--- src/rtl/alu_cmd_sequencer.sv ---
// alu_cmd_sequencer: FIFO-buffered command issue to a registered ALU with valid/ready response capture
module alu_cmd_sequencer #(
   parameter int DEPTH = 4,
   parameter int OPW   = 5,
   parameter int DW    = 8,
   parameter int RW    = 16
) (
   input  logic           clk,
   input  logic           reset,
   input  logic           cmd_valid,
   output logic           cmd_ready,
   input  logic [OPW-1:0] cmd_opcode,
   input  logic [DW-1:0]  cmd_a,
   input  logic [DW-1:0]  cmd_b,
   output logic [OPW-1:0] alu_opcode,
   output logic [DW-1:0]  alu_a,
   output logic [DW-1:0]  alu_b,
   input  logic [RW-1:0]  alu_result,
   input  logic           alu_carry,
   input  logic           alu_overflow,
   output logic           rsp_valid,
   input  logic           rsp_ready,
   output logic [OPW-1:0] rsp_opcode,
   output logic [RW-1:0]  rsp_result,
   output logic           rsp_carry,
   output logic           rsp_overflow,
   output logic           rsp_zero,
   output logic           busy
);
   localparam int AW = $clog2(DEPTH);
   localparam logic [AW:0] FULL_CNT = (AW+1)'(DEPTH);
   typedef enum logic [1:0] {IDLE, ISSUE, CAPT, RESP} state_t;
   typedef struct packed {
      logic [OPW-1:0] op;
      logic [DW-1:0]  a;
      logic [DW-1:0]  b;
   } cmd_t;
   state_t         state_q, state_d;
   cmd_t           mem_q [DEPTH];
   cmd_t           mem_d [DEPTH];
   logic [AW-1:0]  wp_q, wp_d, rp_q, rp_d;
   logic [AW:0]    cnt_q, cnt_d;
   logic [OPW-1:0] alu_opcode_q, alu_opcode_d, rsp_opcode_q, rsp_opcode_d;
   logic [DW-1:0]  alu_a_q, alu_a_d, alu_b_q, alu_b_d;
   logic [RW-1:0]  rsp_result_q, rsp_result_d;
   logic           rsp_valid_q, rsp_valid_d, rsp_carry_q, rsp_carry_d;
   logic           rsp_overflow_q, rsp_overflow_d, rsp_zero_q, rsp_zero_d;
   logic           full, empty, push, pop, arith;
   // Next-state: FIFO bookkeeping, issue pop, result capture and the response handshake
   always_comb begin
      full           = cnt_q == FULL_CNT;
      empty          = cnt_q == '0;
      push           = cmd_valid && !full;
      pop            = !empty && (state_q == IDLE || (state_q == RESP && rsp_ready));
      arith          = alu_opcode_q[OPW-1:1] == '0;
      mem_d          = mem_q;
      wp_d           = push ? wp_q + 1'b1 : wp_q;
      rp_d           = pop ? rp_q + 1'b1 : rp_q;
      cnt_d          = cnt_q + {{AW{1'b0}}, push} - {{AW{1'b0}}, pop};
      alu_opcode_d   = pop ? mem_q[rp_q].op : alu_opcode_q;
      alu_a_d        = pop ? mem_q[rp_q].a : alu_a_q;
      alu_b_d        = pop ? mem_q[rp_q].b : alu_b_q;
      state_d        = state_q;
      rsp_valid_d    = rsp_valid_q;
      rsp_opcode_d   = rsp_opcode_q;
      rsp_result_d   = rsp_result_q;
      rsp_carry_d    = rsp_carry_q;
      rsp_overflow_d = rsp_overflow_q;
      rsp_zero_d     = rsp_zero_q;
      if (push) mem_d[wp_q] = '{op: cmd_opcode, a: cmd_a, b: cmd_b};
      case (state_q)
         IDLE:  state_d = pop ? ISSUE : IDLE;
         ISSUE: state_d = CAPT;
         CAPT: begin
            rsp_valid_d    = 1'b1;
            rsp_opcode_d   = alu_opcode_q;
            rsp_result_d   = alu_result;
            rsp_carry_d    = arith && alu_carry;
            rsp_overflow_d = arith && alu_overflow;
            rsp_zero_d     = alu_result == '0;
            state_d        = RESP;
         end
         RESP: begin
            rsp_valid_d = !rsp_ready;
            state_d     = !rsp_ready ? RESP : pop ? ISSUE : IDLE;
         end
         default: state_d = IDLE;
      endcase
   end
   // State registers; reset discards queued and in-flight commands
   always_ff @(posedge clk or posedge reset) begin
      if (reset) begin
         state_q        <= IDLE;
         mem_q          <= '{default: '0};
         wp_q           <= '0;
         rp_q           <= '0;
         cnt_q          <= '0;
         alu_opcode_q   <= '0;
         alu_a_q        <= '0;
         alu_b_q        <= '0;
         rsp_valid_q    <= 1'b0;
         rsp_opcode_q   <= '0;
         rsp_result_q   <= '0;
         rsp_carry_q    <= 1'b0;
         rsp_overflow_q <= 1'b0;
         rsp_zero_q     <= 1'b0;
      end else begin
         state_q        <= state_d;
         mem_q          <= mem_d;
         wp_q           <= wp_d;
         rp_q           <= rp_d;
         cnt_q          <= cnt_d;
         alu_opcode_q   <= alu_opcode_d;
         alu_a_q        <= alu_a_d;
         alu_b_q        <= alu_b_d;
         rsp_valid_q    <= rsp_valid_d;
         rsp_opcode_q   <= rsp_opcode_d;
         rsp_result_q   <= rsp_result_d;
         rsp_carry_q    <= rsp_carry_d;
         rsp_overflow_q <= rsp_overflow_d;
         rsp_zero_q     <= rsp_zero_d;
      end
   end
   assign cmd_ready    = !full;
   assign busy         = state_q != IDLE || !empty;
   assign alu_opcode   = alu_opcode_q;
   assign alu_a        = alu_a_q;
   assign alu_b        = alu_b_q;
   assign rsp_valid    = rsp_valid_q;
   assign rsp_opcode   = rsp_opcode_q;
   assign rsp_result   = rsp_result_q;
   assign rsp_carry    = rsp_carry_q;
   assign rsp_overflow = rsp_overflow_q;
   assign rsp_zero     = rsp_zero_q;
endmodule

--- config.mk ---
export PLATFORM = sky130hd
export DESIGN_NAME = alu_cmd_sequencer
export DESIGN_NICKNAME = d
export VERILOG_FILES = /design/src/rtl/alu_cmd_sequencer.sv
export SDC_FILE = /design/constraint.sdc
export NUM_CORES = 1
export LEC_CHECK = 0
export BUFFER_PORTS_ARGS = -buffer_cell sky130_fd_sc_hd__buf_2
export CORE_MARGIN = 3
export CORE_UTILIZATION = 63
export CTS_BUF_LIST = sky130_fd_sc_hd__clkbuf_8
export DETAILED_ROUTE_END_ITERATION = 8
export PLACE_DENSITY = 0.88
export SYNTH_ARGS = -nofsm -noshare
export SYNTH_HDL_FRONTEND = slang
export SYNTH_SLANG_ARGS = --single-unit
--- constraint.sdc ---
create_clock -name clk -period 6.9 [get_ports clk]
set_input_delay 1.035 -clock clk [delete_from_list [all_inputs] [get_ports clk]]
set_output_delay 1.035 -clock clk [all_outputs]
set_load 0.03 [all_outputs]
==> summary by stage <==
Worst setup path
The critical path is of the input pin to flip-flop type. Data arrives at the worst endpoint at 3.15 ns. The worst setup path is captured at a flip-flop. For the worst setup path, the data required time is 7.21 ns.

STA classifies the critical path startpoint as an input pin. Along the worst path, the maximum fanout reaches 23.

STA
For this run, the top clock speed supported by timing is 0.353 GHz. The setup violation total in the final timing report is 0. The final-report max-slew violation count was 0.

The final critical path takes up 41.1% of the cycle. The remaining max-slew budget at the tightest pin is 25.6%. The setup slack after layout is ~4.1 ns. The post-layout minimum cycle time is roughly 2.8 ns. Final hold analysis gives a worst-case slack of 0.473 ns.

The accumulated negative setup slack is 0 ns. At the pin with the least slew margin, the transition time is 1.12 ns. The worst clock skew is around 0.012 ns. Setup repair after global routing left no endpoint under its margin. The number of hold violations in the final report came to 0.

Cells and area
Leaving out fill and tap cells, the most frequent cell in the layout is dfrtp_1. The count of nets after finishing is 545. The layout-stage area growth over the synthesis result is 14.9%. The post-route non-filler standard cell count is roughly 640. The multi-input combinational cells in the finished layout cover a total of 2380 um^2. The flip-flop and latch area is 3480 um^2. In the layout the commonest cells are 139 x dfrtp_1, 90 x buf_2, 66 x nand2_1, 66 x mux2_2, 40 x mux2_4. Counting the fill cells in the layout gives 587. The share of layout cells above drive strength 1 is between 50% and 60%. The number of inserted diodes is 0.

Synthesis
The most used flip-flop cell after synthesis is dfrtp_1. After technology mapping, the gate count stands at between 400 and 500. The register bit count reported by yosys is between 100 and 150. The post-synthesis net count is 451. After synthesis, the netlist uses 33 different library cells.

The share of flip-flops with an asynchronous set or reset after synthesis is 100%. The sequential fraction of the synthesis area is 57.3%. After synthesis the cells add up to 6070 um^2. In this run the mean area of a mapped cell was approximately 15 um^2. For this run, the number of Yosys warnings is 0. The synthesized design contains 0 enable-type register cells.

Floorplan
After floorplanning, the core was divided into 35 placement rows. The chip height is 104 um. The core area is 9280 um^2. During I/O placement, the number of pins put on the boundary was 91. The initial core utilization is ~65%.

The die covers 10800 um^2. The die width is 104 um.

Placed design
The number of placed instances, taps included, is 605. At the end of routability-driven placement, the weighted congestion stood at 0.757. The setup slack at placement is 3.64 ns. The HPWL reported at the end of detailed placement is 7700 um.

Buffers placed on the I/O ports in this run total 90.

Clocking
After clock tree synthesis, the clock-pin slew on the worst setup and hold paths is 0.07 ns. The number of sinks handled by clock tree synthesis is 139. In this run the number of H-tree levels came out at 4. The master cell of the clock root buffer is clkbuf_8.

After clock tree synthesis, the repair step resized 0 gates. The post-CTS setup buffer count is 0. The clock latency of the later-clocked register in the worst-skew pair is 0.43 ns.

In this run the deepest clock path goes through 2 buffers. After clock tree synthesis, the flow added hold-fix buffers numbering 0. TritonCTS built the clock tree. The number of clock buffers added by TritonCTS is 17.

Worst hold path
The path class of the tightest hold or removal check is flip-flop to flip-flop.

Global route
Across every metal layer, demand over resource in global routing totals 23.6%. The maximum number of pins on one net before global-route repair is 73. The first global-routing pass estimated 20100 um of wire. The via count of the first global-routing pass was 3914. Global routing finished with a remaining overflow of 0. The number of antenna violations at the first check in global routing is 0.

Pwr
Dividing total power by cell area gives a power density of 543 nW/um^2. For this design the static power due to leakage is 3.31 nW. The total design power is 3.79 mW. Across the VDD grid, the largest voltage drop is 233 uV.

Status
The flow ran to the end, and the final reports show no timing, DRC or antenna violations.

Route
The routed design has 11900 um of wire. The detailed-route wire length per cell is 18.7 um. In this run the remaining antenna-violating nets after routing total 0.

The number of vias in the routed layout is 3630. For this run, design rule violations remaining after detail routing come to 0. The ratio of routed vias to standard cells is 5.70. The first detailed-routing pass ran for 4 iterations. The starting DRC count in detailed routing is 168.

Job
Across the run, the number of max-cap violations was 0.
-- registers in the layout, summed over array words and instances, names as in the netlist, 2 cells and up --
| name | cells |
|---|---|
| mem_q | 84 |
| rsp_result | 16 |
| alu_a | 8 |
| alu_b | 8 |
| alu_opcode | 5 |
| rsp_opcode | 5 |
| cnt_q | 3 |
| rp_q | 2 |
| state_q | 2 |
| wp_q | 2 |
-- power breakdown --
part | switching [mW] | leakage (nW) | internal, mW
Clock | 0.313 | 0.207 | 0.368
Combinational | 0.748 | 1.44 | 0.830
Sequential | 0.295 | 1.66 | 1.23
Total | 1.36 | 3.31 | 2.43
-- metal layers --
metal	global-route usage, %	share of wire [%]	wire (um)	up-vias
met5	0	0	0	-
met4	8.83	1.2	141	0
met3	5.77	4.9	585	15
met2	39.0	52	6150	99
met1	30.5	42	5020	1915
li1	-	-	-	1601
-- cells in the mapped netlist (2+ instances only) --
library cell | number | area, um^2
dfrtp_1 | 139 | 3480
mux2_2 | 66 | 743
nand2_1 | 66 | 248
mux2_4 | 40 | 601
mux4_2 | 21 | 473
inv_1 | 8 | 30.0
clkbuf_1 | 7 | 26.3
buf_4 | 6 | 45.0
ha_1 | 6 | 75.1
nor2_1 | 5 | 18.8
buf_12 | 4 | 80.1
nor4_1 | 4 | 25.0
xnor2_1 | 4 | 35.0
buf_2 | 3 | 15.0
a22o_1 | 2 | 17.5
and3_4 | 2 | 22.5
nand3_1 | 2 | 10.0
-- per-stage QoR --
stage	instance area (um^2)	utilization, %
2_1_floorplan	6070	-
3_3_place_gp	6550	70.6
3_5_place_dp	6550	70.6
4_1_cts	6970	75.1
5_1_grt	6970	75.1
6_report	6970	75.1
-- layout make-up --
| class | instances | share of cell area [%] |
|---|---|---|
| Clock inverter | 14 | 2.44 |
| Clock buffer | 18 | 3.55 |
| Inverter | 8 | 0.503 |
| Timing Repair Buffer | 96 | 7.11 |
| Multi-Input combinational cell | 233 | 34.2 |
| Sequential cell | 139 | 49.9 |
| Tap cell | 129 | 2.32 |
-- critical path: stages --
cell     delay, ns
buf_2         0.10
and3_1        0.21
o21ai_2       0.13
buf_4         0.35
inv_1         0.09
ha_1          0.29
inv_1         0.04
ha_1          0.18
fa_1          0.38
xor2_1        0.18
xnor2_1       0.13
-- path summary, 6_finish.rpt --
| kind | from | to | slack [ns] | cells past startpoint |
|---|---|---|---|---|
| max | rsp_ready | cnt_q[2]$_DFF_PP0_ | 4.06 | 11 |
| min in group asynchronous | reset | rsp_opcode[4]$_DFFE_PP0P_ | 0.69 | 2 |
| min reg2reg | rsp_opcode[4]$_DFFE_PP0P_ | rsp_opcode[4]$_DFFE_PP0P_ | 0.47 | 2 |
| max in group asynchronous | reset | mem_q[47]$_DFFE_PP0P_ | 4.94 | 3 |
| min | rsp_opcode[4]$_DFFE_PP0P_ | rsp_opcode[4]$_DFFE_PP0P_ | 0.47 | 2 |
| max reg2reg | cnt_q[2]$_DFF_PP0_ | cnt_q[2]$_DFF_PP0_ | 4.11 | 10 |
-- logic make-up after synthesis --
logic type	after synthesis	share of synthesized area, %
adders and majority gates	7	1.57
AOI/OAI and AO/OA	7	0.825
xor gates and xnor gates	5	0.721
muxes	127	29.9
DFF	139	57.3
and+or+nand+nor	87	6.23
buffers and inverters	29	3.42
Note: power is estimated with default switching activity, not from simulation.
